`src/rtl/seq_pattern_gen_pkg.sv`:
```
`default_nettype none
// ============================================================================
// Module  : seq_pattern_gen_pkg
// Brief   : Shared types, default sizes and helpers for seq_pattern_gen.
// Rev     : 1.0  initial release
// ============================================================================
package seq_pattern_gen_pkg;

    localparam int DEFAULT_WIDTH  = 8;
    localparam int DEFAULT_REPS_W = 4;

    typedef enum logic [1:0] {
        ST_IDLE  = 2'd0,
        ST_SHIFT = 2'd1,
        ST_PAR   = 2'd2
    } state_e;

    // A repeat count of zero still sends the word once.
    function automatic int unsigned eff_reps(input int unsigned reps);
        return (reps == 0) ? 1 : reps;
    endfunction

endpackage
`default_nettype wire

```
`src/rtl/seq_piso.sv`:
```
`default_nettype none
// ============================================================================
// Module  : seq_piso
// Brief   : Parallel-in serial-out shift register, MSB first; load wins.
// Rev     : 1.0  initial release
// ============================================================================
module seq_piso #(
    parameter int WIDTH = 8
) (
    input  logic             clk,
    input  logic             rst,
    input  logic             load,
    input  logic             shift,
    input  logic [WIDTH-1:0] din,
    output logic             sout
);

    logic [WIDTH-1:0] r_data;

    always_ff @(posedge clk) begin
        if (rst) begin
            r_data <= '0;
        end else if (load) begin
            r_data <= din;
        end else if (shift) begin
            r_data <= {r_data[WIDTH-2:0], 1'b0};
        end
    end

    assign sout = r_data[WIDTH-1];

endmodule
`default_nettype wire

```
`src/rtl/seq_pattern_gen.sv`:
```
`default_nettype none
// ============================================================================
// Module  : seq_pattern_gen
// Brief   : Serial pattern transmitter with repeat count. Define
//           SEQ_PATTERN_GEN_PARITY_EN to append an even-parity bit per rep.
// Rev     : 1.0  initial release
// ============================================================================
module seq_pattern_gen
    import seq_pattern_gen_pkg::*;
#(
    parameter int WIDTH  = DEFAULT_WIDTH,
    parameter int REPS_W = DEFAULT_REPS_W
) (
    input  logic              clk,
    input  logic              rst,
    input  logic              load_valid,
    output logic              load_ready,
    input  logic [WIDTH-1:0]  load_data,
    input  logic [REPS_W-1:0] load_reps,
    output logic              dout,
    output logic              dout_valid,
    output logic              sof,
    output logic              busy,
    output logic              done
);

    localparam int               CNT_W     = $clog2(WIDTH);
    localparam logic [CNT_W-1:0] C_IDX_TOP = CNT_W'(WIDTH - 1);

    state_e            r_state;
    logic [WIDTH-1:0]  r_word;
    logic [REPS_W-1:0] r_reps;
    logic [CNT_W-1:0]  r_idx;
    logic              r_dout_valid;
    logic              r_sof;
    logic              r_busy;
    logic              r_done;

    logic              w_accept;
    logic              w_last_rep;
    logic              w_rep_end;
    logic              w_piso_load;
    logic              w_piso_shift;
    logic [WIDTH-1:0]  w_piso_din;

    assign load_ready = (r_state == ST_IDLE) && !rst;
    assign w_accept   = load_valid && load_ready;
    assign w_last_rep = (r_reps <= REPS_W'(1));

    // w_rep_end marks the final cycle of a repetition (parity bit if enabled).
`ifdef SEQ_PATTERN_GEN_PARITY_EN
    assign w_rep_end = (r_state == ST_PAR);
`else
    assign w_rep_end = (r_state == ST_SHIFT) && (r_idx == '0);
`endif

    // The shift register always holds the bit on dout in its MSB, so an idle
    // block keeps it cleared and dout reads 0.
    always_comb begin
        w_piso_load  = 1'b0;
        w_piso_shift = 1'b0;
        w_piso_din   = '0;
        if (w_rep_end) begin
            w_piso_load = 1'b1;
            w_piso_din  = w_last_rep ? '0 : r_word;
        end else begin
            case (r_state)
                ST_IDLE: begin
                    if (w_accept) begin
                        w_piso_load = 1'b1;
                        w_piso_din  = load_data;
                    end
                end
                ST_SHIFT: begin
                    if (r_idx != '0) begin
                        w_piso_shift = 1'b1;
`ifdef SEQ_PATTERN_GEN_PARITY_EN
                    end else begin
                        w_piso_load = 1'b1;
                        w_piso_din  = {^r_word, {(WIDTH-1){1'b0}}};
`endif
                    end
                end
                default: begin
                    w_piso_load = 1'b1;
                    w_piso_din  = '0;
                end
            endcase
        end
    end

    always_ff @(posedge clk) begin
        if (rst) begin
            r_state      <= ST_IDLE;
            r_word       <= '0;
            r_reps       <= '0;
            r_idx        <= '0;
            r_dout_valid <= 1'b0;
            r_sof        <= 1'b0;
            r_busy       <= 1'b0;
            r_done       <= 1'b0;
        end else begin
            r_done <= 1'b0;
            r_sof  <= 1'b0;
            if (w_rep_end) begin
                if (!w_last_rep) begin
                    r_state <= ST_SHIFT;
                    r_reps  <= r_reps - REPS_W'(1);
                    r_idx   <= C_IDX_TOP;
                    r_sof   <= 1'b1;
                end else begin
                    r_state      <= ST_IDLE;
                    r_dout_valid <= 1'b0;
                    r_busy       <= 1'b0;
                    r_done       <= 1'b1;
                end
            end else begin
                case (r_state)
                    ST_IDLE: begin
                        if (w_accept) begin
                            r_state      <= ST_SHIFT;
                            r_word       <= load_data;
                            r_reps       <= REPS_W'(eff_reps(int'(load_reps)));
                            r_idx        <= C_IDX_TOP;
                            r_dout_valid <= 1'b1;
                            r_sof        <= 1'b1;
                            r_busy       <= 1'b1;
                        end
                    end
                    ST_SHIFT: begin
                        if (r_idx != '0) begin
                            r_idx <= r_idx - CNT_W'(1);
`ifdef SEQ_PATTERN_GEN_PARITY_EN
                        end else begin
                            r_state <= ST_PAR;
`endif
                        end
                    end
                    default: r_state <= ST_IDLE;
                endcase
            end
        end
    end

    seq_piso #(
        .WIDTH (WIDTH)
    ) u_piso (
        .clk   (clk),
        .rst   (rst),
        .load  (w_piso_load),
        .shift (w_piso_shift),
        .din   (w_piso_din),
        .sout  (dout)
    );

    assign dout_valid = r_dout_valid;
    assign sof        = r_sof;
    assign busy       = r_busy;
    assign done       = r_done;

endmodule
`default_nettype wire

```
`config.mk`:
```
export PLATFORM = sky130hd
export DESIGN_NAME = seq_pattern_gen
export DESIGN_NICKNAME = d
export VERILOG_FILES = /design/src/rtl/seq_pattern_gen_pkg.sv /design/src/rtl/seq_piso.sv /design/src/rtl/seq_pattern_gen.sv
export SDC_FILE = /design/constraint.sdc
export NUM_CORES = 1
export LEC_CHECK = 0
export ABC_CLOCK_PERIOD_IN_PS = 1700
export CORE_MARGIN = 2
export CORE_UTILIZATION = 45
export DETAILED_ROUTE_END_ITERATION = 10
export GPL_TIMING_DRIVEN = 0
export PLACE_DENSITY_LB_ADDON = 0.12
export SYNTH_ARGS = -nofsm -noshare
export SYNTH_HDL_FRONTEND = slang
export SYNTH_SLANG_ARGS = --single-unit
```
`constraint.sdc`:
```
create_clock -name clk -period 1.7 [get_ports clk]
set_clock_uncertainty 0.1 [all_clocks]
set_input_delay 0.34 -clock clk [delete_from_list [all_inputs] [get_ports clk]]
set_output_delay 0.34 -clock clk [all_outputs]
set_load 0.1 [all_outputs]
```
==> After elaboration in Yosys (flattened, before gate mapping) <==
Cells that the tools add are included.
{ "word_totals": {"register_bits": 28, "latchBits": 0, "mem_bits_rw": 0, "rom_bits": 0, "in_bits": 15, "out_inout_bits": 6, "word_cells": 70, "memories": 0} }
{ "classes": {"n_addsub": 2, "mul": 0, "div_mod_pow": 0, "order_cmp": 1, "n_eq_ne": 6, "n_shift": 0, "muxes": 34, "bitwise_logic": 1, "n_reduce_logical": 18} }
{ "op_table": {"columns": ["operator", "n"], "rows": [
  ["8-bit two-way mux", 6],
  ["4-bit two-way mux", 5],
  ["1-bit two-way mux", 14],
  ["3-bit two-way mux", 4],
  ["3-bit AND reduction", 3],
  ["2-bit != test, second input constant", 3],
  ["3-bit case mux with 2 select lines", 1],
  ["2-bit nonzero test", 3],
  ["3-bit nonzero test", 2],
  ["4-bit by 1-bit <= comparator with 1-bit output, second input constant", 1],
  ["4-bit zero test", 1],
  ["2-bit two-way mux", 2],
  ["2-bit case mux with 2 select lines", 1],
  ["4-bit AND reduction", 1],
  ["4-bit by 1-bit subtractor with 4-bit output, second input constant", 1],
  ["1-bit logical AND", 3],
  ["3-bit zero test", 1],
  ["3-bit by 2-bit != test with 1-bit output, second input constant", 1],
  ["3-bit != test, second input constant", 1],
  ["3-bit by 1-bit subtractor with 3-bit output, second input constant", 1],
  ["2-bit by 1-bit equality test with 1-bit output, second input constant", 1],
  ["2-bit zero test", 1],
  ["1-bit case mux with 2 select lines", 1],
  ["2-bit AND reduction", 1],
  ["3 further kinds", 3]
]} }

==> Longest topological paths before layout <==
Gate-level depths: netlist of the first run.
{ "logic_depth": {"depth_word": 7, "depth_mapped": 7, "mapped_depth_nobuf": 6} }

==> Cells and area by module <==
Synthesis of the first run repeated with hierarchy kept, for this count alone.
{ "hier_totals": {"cells_unflattened": 150, "area_unflattened_um2": 1280.0} }
{ "by_module_without_submodules": {"columns": ["module", "instances", "cells_each", "area_per_inst_um2", "seq_area_each_um2"], "rows": [
  ["seq_pattern_gen", 1, 115, 910.9, 380.4],
  ["seq_piso", 1, 35, 369.1, 160.2]
]} }

==> Worst setup path after synthesis of the first run <==
Ideal clock, no wire load.
{ "synth_path": {"path_kind": "register to register", "from": "register r_state[0]", "to": "register r_reps[3]", "setup_ns": 0.125, "arrival_time_ns": 2.478, "required_time_ns": 1.475, "path_slack_ns": -1.002, "path_stages_with_launch": 7, "n_path_buf": 2, "synth_period_minus_slack_ns": 2.702, "path_cell_list": "dfxtp_1 > buf_6 > nor2_1 > nand2_1 > clkbuf_1 > a21oi_1 > o32ai_1"} }
{ "synth_between": {"elab_chain_cells": 5, "word_cells_on_any_way": 10, "classes_between": "2 x eq/ne; 1 x mux; 7 x reduce/logical"} }
{ "synth_rtl": {"columns": ["item", "line", "rtl"], "rows": [
  ["start, declared", "seq_pattern_gen.sv:30", "state_e r_state;"],
  ["start signal, assigned", "seq_pattern_gen.sv:94", "r_state <= ST_IDLE;"],
  ["start signal, assigned", "seq_pattern_gen.sv:107", "r_state <= ST_SHIFT;"],
  ["start signal, assigned", "seq_pattern_gen.sv:112", "r_state <= ST_IDLE;"],
  ["2-bit zero test", "seq_pattern_gen.sv:46", "assign load_ready = (r_state == ST_IDLE) && !rst;"],
  ["1-bit logical AND", "seq_pattern_gen.sv:46", null],
  ["named net load_ready", "seq_pattern_gen.sv:17", "output logic load_ready,"],
  ["1-bit logical AND", "seq_pattern_gen.sv:47", "assign w_accept = load_valid && load_ready;"],
  ["2-bit nonzero test (no source line)", null, null],
  ["3-bit AND reduction (no source line)", null, null],
  ["end signal, assigned", "seq_pattern_gen.sv:108", "r_reps <= r_reps - REPS_W'(1);"],
  ["end signal, assigned", "seq_pattern_gen.sv:123", "r_reps <= REPS_W'(eff_reps(int'(load_reps)));"],
  ["end, declared", "seq_pattern_gen.sv:32", "logic [REPS_W-1:0] r_reps;"]
]} }
The timed path passes the listed nets, and every way through them passes these cells.
A chain may end at the register's enable or synchronous reset.

==> Worst setup path in the final report of the first run <==
{ "layout_path": {"from": "register r_idx[0]", "to": "register u_piso.r_data[5]"} }
{ "layout_between": {"elab_chain_cells": 5, "word_cells_on_any_way": 10, "classes_between": "6 x mux; 4 x reduce/logical"} }
{ "layout_rtl": {"columns": ["item", "line", "rtl"], "rows": [
  ["start, declared", "seq_pattern_gen.sv:33", "logic [CNT_W-1:0] r_idx;"],
  ["start signal, assigned", "seq_pattern_gen.sv:132", "r_idx <= r_idx - CNT_W'(1);"],
  ["3-bit nonzero test", "seq_pattern_gen.sv:75", "if (r_idx != '0) begin"],
  ["1-bit two-way mux", "seq_pattern_gen.sv:75", null],
  ["1-bit two-way mux", "seq_pattern_gen.sv:67", "case (r_state)"],
  ["1-bit two-way mux", "seq_pattern_gen.sv:63", "if (w_rep_end) begin"],
  ["2-bit nonzero test (no source line)", null, null],
  ["end signal, assigned", "seq_piso.sv:24", "r_data <= din;"],
  ["end signal, assigned", "seq_piso.sv:26", "r_data <= {r_data[WIDTH-2:0], 1'b0};"],
  ["end, declared", "seq_piso.sv:18", "logic [WIDTH-1:0] r_data;"]
]} }
Several ways; a longest one is shown, not always the timed one.

==> flow_summary.ini, run 1 <==
[run_status]
status = finished, final reports clean

[floorplanning]
row_count = 19
die_x_um = 57.6
io_pins = 21
fp.dieArea_um2 = 3320
start_util_pct = 47.4
fp.dieH_um = 57.6
core_um2 = 2730

[power]
ir_drop_mv = 0.834
power_switching_mw = 0.500
seqPwrFrac_pct = 49.7
p_leak_nw = 0.630
p_sw_share_pct = 34.2
powerDensity_nw_per_um2 = 868
clkPwrFrac_pct = 19.2
intPower_mw = 0.960
pwr-share-comb_pct = 31.1

[flow_run]
max_cap_violations = 0

[cts]
clock_path_buffers = 2
cts_tree = yes
hold_buffers = 0
cts_root_buf = clkbuf_4
cts.sinks = 27
clk_latency_ns = 0.33
htree_levels = 1
path_clk_slew_ns = 0.15
cts_buffers = 3

[setup_path]
r2r_end = u_piso.r_data[5]$_SDFFE_PP0P_
cp-end-kind = flip-flop
critical_path_class = flip-flop to flip-flop
rr_startpoint = r_idx[0]$_SDFFE_PP0P_
cp_max_fo = 5
arrival_ns = 1.79
ff2ff_path_depth = 7
start_kind = flip-flop
startpoint = r_idx[0]$_SDFFE_PP0P_
worstPathRequired_ns = 1.82
r2r_setup_slack_ns = 0.03
crit_path_end = u_piso.r_data[5]$_SDFFE_PP0P_

[routing]
remaining_drc_errors = 0
drt_first_pass_iters = 4
drt_iter0_markers = 60
wirelength_um = 3090
num_vias = 1183
wl_per_cell_um = 14.9
viasPerCell = 5.71
ant_nets = 0

[logic_synthesis]
synth_cells = 146
avgSynthCellArea_um2 = 8.87
synth-main-ff-cell = dfxtp_1
ys.warnings.count = 0
synth_edf_count = 0
synth.distinct_cells = 36
synth.area.top_cells = dfxtp_1, nand2_1, nor2_1, a21oi_1, a221oi_1
synthArstFlopShare_pct = 0
yosysTopAreaCellShare_pct = 41.7
synth_nets = 165
syn_area_um2 = 1290
ys_seq_area_share_pct = 41.7
ys_seq_elements = 27
yosysTopAreaCell = dfxtp_1

[place]
gp_congestion = 0.832
dp_slack_ns = -0.934
io_buffers = 20
hpwl_um = 2100

[grt]
grt_pass1_vias = 1078
grt_max_degree = 16
antenna_found_initial = 0
track_usage_pct = 19.3
grt_pass1_wl_um = 4970
grt-ovfl-total = 0

[timing]
relSlewSlack_pct = 65.9
finalCritPeriodShare_pct = 98.5
hold_violations = 0
setup_violations = 0
layout_setup_ws_ns = 0.0258
tightest_slew_ns = 0.517
hold_ws_ns = 0.370
setup_tns_ns = 0
drv_slew = 0
clock.fmax_mhz = 597
rsz0062_at_grt = yes
layout_min_cycle_time_ns = 1.67

[finish]
drive_gt1_share_pct = 30.1
layout_common_cells = nand2_1, dfxtp_1, nor2_1, clkdlybuf4s50_1, a21oi_1
ff_latch_area_um2 = 548
area_growth_pct = 29.9
nets = 196
fillerInstances = 240
multi_input_area_um2 = 714
antenna_cells = 0

[min_path]
hold_class = flip-flop to flip-flop
## metrics by stage
| stage | utilization [%] | std cells | instance area (um^2) | total power [mW] |
|---|---|---|---|---|
| global route | 61.5 | 207 | 1680 | 1.54 |
| CTS | 58.1 | 202 | 1590 | 1.42 |
| floorplan | - | 146 | 1310 | 1.03 |
| global placement | 56.5 | 197 | 1550 | 1.14 |
| detailed placement | 56.5 | 197 | 1550 | 1.15 |
| finish | 61.5 | 207 | 1680 | 1.46 |
## state kept, by name, indices dropped and copies added, names as in the netlist
register       flops
busy               1
done               1
r_idx              3
r_reps             4
r_state            1
r_word             8
sof                1
u_piso.r_data      8
## worst max-delay path: stages, from the launching register on
cell      delay [ns]
dfxtp_2         0.37
inv_2           0.06
ha_4            0.16
and3b_2         0.21
o31a_1          0.14
buf_6           0.15
a222oi_1        0.29
nor2_1          0.08
## power by group through the flow
stage | Combinational [mW] | Clock (mW) | Sequential (mW)
finish | 0.454 | 0.281 | 0.725
global route | 0.494 | 0.312 | 0.731
CTS | 0.416 | 0.288 | 0.720
detailed placement | 0.415 | 0 | 0.733
global placement | 0.409 | 0 | 0.731
floorplan | 0.248 | 0 | 0.783
## worst min path at each step
stage,from,endpoint,slack (ns),depth (start not counted)
2_1_floorplan,r_word[5]$_SDFFE_PP0P_,r_word[5]$_SDFFE_PP0P_,0.33,2
3_3_place_gp,r_word[1]$_SDFFE_PP0P_,r_word[1]$_SDFFE_PP0P_,0.34,2
3_5_place_dp,r_word[7]$_SDFFE_PP0P_,r_word[7]$_SDFFE_PP0P_,0.35,2
4_1_cts,r_word[7]$_SDFFE_PP0P_,r_word[7]$_SDFFE_PP0P_,0.37,2
5_1_grt,r_word[1]$_SDFFE_PP0P_,r_word[1]$_SDFFE_PP0P_,0.39,2
6_report,r_word[7]$_SDFFE_PP0P_,r_word[7]$_SDFFE_PP0P_,0.37,2
## final cells by class
type / count / share of cell area, %
multi-input cells: 104 / 42.5
inverters: 4 / 1.19
plain buffers: 11 / 5.51
clock buffers: 3 / 1.34
well taps: 31 / 2.31
clock inverters: 1 / 0.298
flip-flops and latches: 27 / 32.6
repair buffers: 26 / 14.3
## Yosys cell counts (3+ instances only)
library cell	count
buf_6	4
dfxtp_1	27
nor2_1	18
a211oi_1	6
nand2_1	24
a21oi_1	12
a221oi_1	6
clkbuf_1	3
inv_1	4
a222oi_1	3
nand2b_1	3
ha_1	4
## layer usage
layer / routed length (um) / GRT usage, % / part of all wire, %
met5: 0 / 0 / 0
met4: 17 / 5.32 / 0.55
met2: 1490 / 28.6 / 48
met1: 1380 / 27.8 / 45
met3: 209 / 5.13 / 6.8
## repair_timing
action | 4_1_cts | 5_1_grt
hold endpoints to repair | 0 | 0
gates resized for setup | 31 | 23
pin swaps | 1 | 4
cloned | 0 | 1
endpoints found under the setup margin | 23 | 26
setup buffers | 1 | 4
## logic make-up (layout without fill, tap and decap cells)
family,after synthesis,in the layout,synth area share (%)
AOI/OAI and AO/OA,42,42,24.1
and+or+nand+nor,58,58,22.2
DFF,27,27,41.7
buffers and inverters,15,45,8.11
adders and majority gates,4,4,3.86
Power figures use the tool's default switching activity.
==> run 2, diff against run 1 <==
--- a/config.mk
+++ b/config.mk
@@ -14,3 +14,4 @@
 export SYNTH_ARGS = -nofsm -noshare
 export SYNTH_HDL_FRONTEND = slang
 export SYNTH_SLANG_ARGS = --single-unit
+export TNS_END_PERCENT = 10
==> run 2 against run 1 <==
Effect of this change: the flow now finishes with violations (setup timing); worst hold slack got worse by 0.0046 ns; via count rose by 1.9%; clock power rose by 1%; non-clock buffer count fell by 1; largest cell class unchanged; highest routed layer unchanged.
==> flow_summary.ini, run 2 (same netlist as run 1, synthesis figures left out) <==
[timing]
tightest_slew_ns = 0.548
rsz0062_at_grt = yes
hold_violations = 0
finalCritPeriodShare_pct = 101
relSlewSlack_pct = 63.4
clock.fmax_mhz = 584
setup_violations = 1
layout_min_cycle_time_ns = 1.71
layout_setup_ws_ns = -0.0111
drv_slew = 0

[grt]
use_met3_pct = 5.13
antenna_found_initial = 0
grt-ovfl-total = 0
use_met1_pct = 26.5
grt_pass1_vias = 1056
grt_pass1_wl_um = 4890
grt_max_degree = 16
track_usage_pct = 19.1
grt_most_used_layer = met2
use_met2_pct = 30.2

[setup_path]
crit_path_end = u_piso.r_data[0]$_SDFFE_PP0P_
worstPathRequired_ns = 1.82
rr_startpoint = r_reps[0]$_SDFFE_PP0P_
r2r_setup_slack_ns = -0.01
cp-end-kind = flip-flop
arrival_ns = 1.83
start_kind = flip-flop
r2r_end = u_piso.r_data[0]$_SDFFE_PP0P_
critical_path_class = flip-flop to flip-flop
startpoint = r_reps[0]$_SDFFE_PP0P_
cp_max_fo = 5
ff2ff_path_depth = 8

[cts]
cts_root_buf = clkbuf_4
cts_tree = yes
clk_latency_ns = 0.33
htree_levels = 1
clock_path_buffers = 2
path_clk_slew_ns = 0.15
cts_buffers = 3
cts.sinks = 27

[floorplanning]
die_x_um = 57.6
core_um2 = 2730
fp.dieArea_um2 = 3320
row_count = 19
fp.dieH_um = 57.6
start_util_pct = 47.4
io_pins = 21

[finish]
drive_gt1_share_pct = 31.4
fin_util_pct = 61.6
design_area_um2 = 1690
antenna_cells = 0
ff_latch_area_um2 = 551
layout_common_cells = nand2_1, dfxtp_1, nor2_1, clkdlybuf4s50_1, a21oi_1
nets = 195
layout_commonest_cell = nand2_1
fillerInstances = 248
area_growth_pct = 30.1
reg_top3 = r_word (8), u_piso.r_data (8), r_reps (4)
multi_input_area_um2 = 724

[routing]
wirelength_um = 3200
drt_first_pass_iters = 5
drt_iter0_markers = 56
num_vias = 1206
ant_nets = 0
remaining_drc_errors = 0
wl_per_cell_um = 15.5
viasPerCell = 5.85

[place]
placement.cell_area_um2 = 1540
hpwl_um = 2090
io_buffers = 20
gp_congestion = 0.810
dp_slack_ns = -0.898

[min_path]
min_path_cells = 2
hold_class = flip-flop to flip-flop

[flow_run]
max_cap_violations = 0

[run_status]
status = complete, but fails checks
failed_checks = setup timing

[power]
ir_drop_mv = 0.788
p_leak_nw = 0.624
powerDensity_nw_per_um2 = 875
-- run 2: cell count changes in the layout (fill, tap and decap cells not counted), moves of 2 or more --
cell | previous run | this run
dfxtp_2 | 3 | 5
dfxtp_1 | 23 | 21
buf_4 | 6 | 8
buf_2 | 5 | 3
-- run 2: metal layers --
metal | vias to the layer above | share of wire [%]
met2 | 41 | 46
li1 | 592 | -
met5 | - | 0
met1 | 567 | 45
met3 | 6 | 7.0
met4 | 0 | 1.7
-- run 2: what timing repair did --
item                       CTS  global route
gates cloned                 0             1
setup endpoints to repair   19            26
pin swaps                    0             7
resized for setup           30            28
hold buffers                 0             0
buffers inserted             0             4
-- run 2: worst min-delay path by stage --
stage	slack, ns	from	end
6_report	0.37	r_word[3]$_SDFFE_PP0P_	r_word[3]$_SDFFE_PP0P_
5_1_grt	0.40	r_word[2]$_SDFFE_PP0P_	u_piso.r_data[2]$_SDFFE_PP0P_
2_1_floorplan	0.33	r_word[5]$_SDFFE_PP0P_	r_word[5]$_SDFFE_PP0P_
3_5_place_dp	0.35	r_word[3]$_SDFFE_PP0P_	r_word[3]$_SDFFE_PP0P_
3_3_place_gp	0.34	r_word[2]$_SDFFE_PP0P_	r_word[2]$_SDFFE_PP0P_
4_1_cts	0.37	r_word[3]$_SDFFE_PP0P_	r_word[3]$_SDFFE_PP0P_
-- run 2: area by class of cell --
class                           count  share of cell area (%)
Timing Repair Buffer               25                    13.4
Inverter                            4                    1.34
Clock inverter                      1                   0.297
Sequential cell                    27                    32.7
Multi-Input combinational cell    104                    43.0
Tap cell                           31                    2.30
Clock buffer                        3                    1.34
Buffer                             11                    5.64
-- run 2: where the power goes --
| group | total (mW) | internal (mW) | switching [mW] |
|---|---|---|---|
| sequential | 0.728 | 0.689 | 0.0390 |
| clock | 0.285 | 0.0883 | 0.197 |
| combinational | 0.461 | 0.185 | 0.276 |
-- run 2: worst max-delay path, stage by stage (launching register included) --
cell      delay, ns
dfxtp_4        0.40
inv_4          0.06
ha_4           0.14
nor2_4         0.04
o31a_1         0.31
buf_6          0.15
buf_4          0.13
a222oi_1       0.21
nor2_1         0.07
-- run 2: stage by stage --
step | hold slack, ns | std cells | power, mW | TNS, ns
6_report | 0.366 | 206 | 1.47 | -0.0111
5_1_grt | 0.396 | 206 | 1.56 | -0.622
4_1_cts | 0.369 | 201 | 1.43 | -0.0508
3_5_place_dp | 0.348 | 197 | 1.15 | -10.44
3_3_place_gp | 0.344 | 197 | 1.14 | -10.12
2_1_floorplan | 0.333 | 146 | 1.03 | -0.219
==> run 3, diff against run 2 <==
--- a/config.mk
+++ b/config.mk
@@ -11,7 +11,8 @@
 export DETAILED_ROUTE_END_ITERATION = 10
 export GPL_TIMING_DRIVEN = 0
 export PLACE_DENSITY_LB_ADDON = 0.12
+export SLEW_MARGIN = 20
 export SYNTH_ARGS = -nofsm -noshare
 export SYNTH_HDL_FRONTEND = slang
 export SYNTH_SLANG_ARGS = --single-unit
-export TNS_END_PERCENT = 10
+export TNS_END_PERCENT = 50
==> results of run 3 <==
Final layout, timing and power as in run 1 (identical DEF).
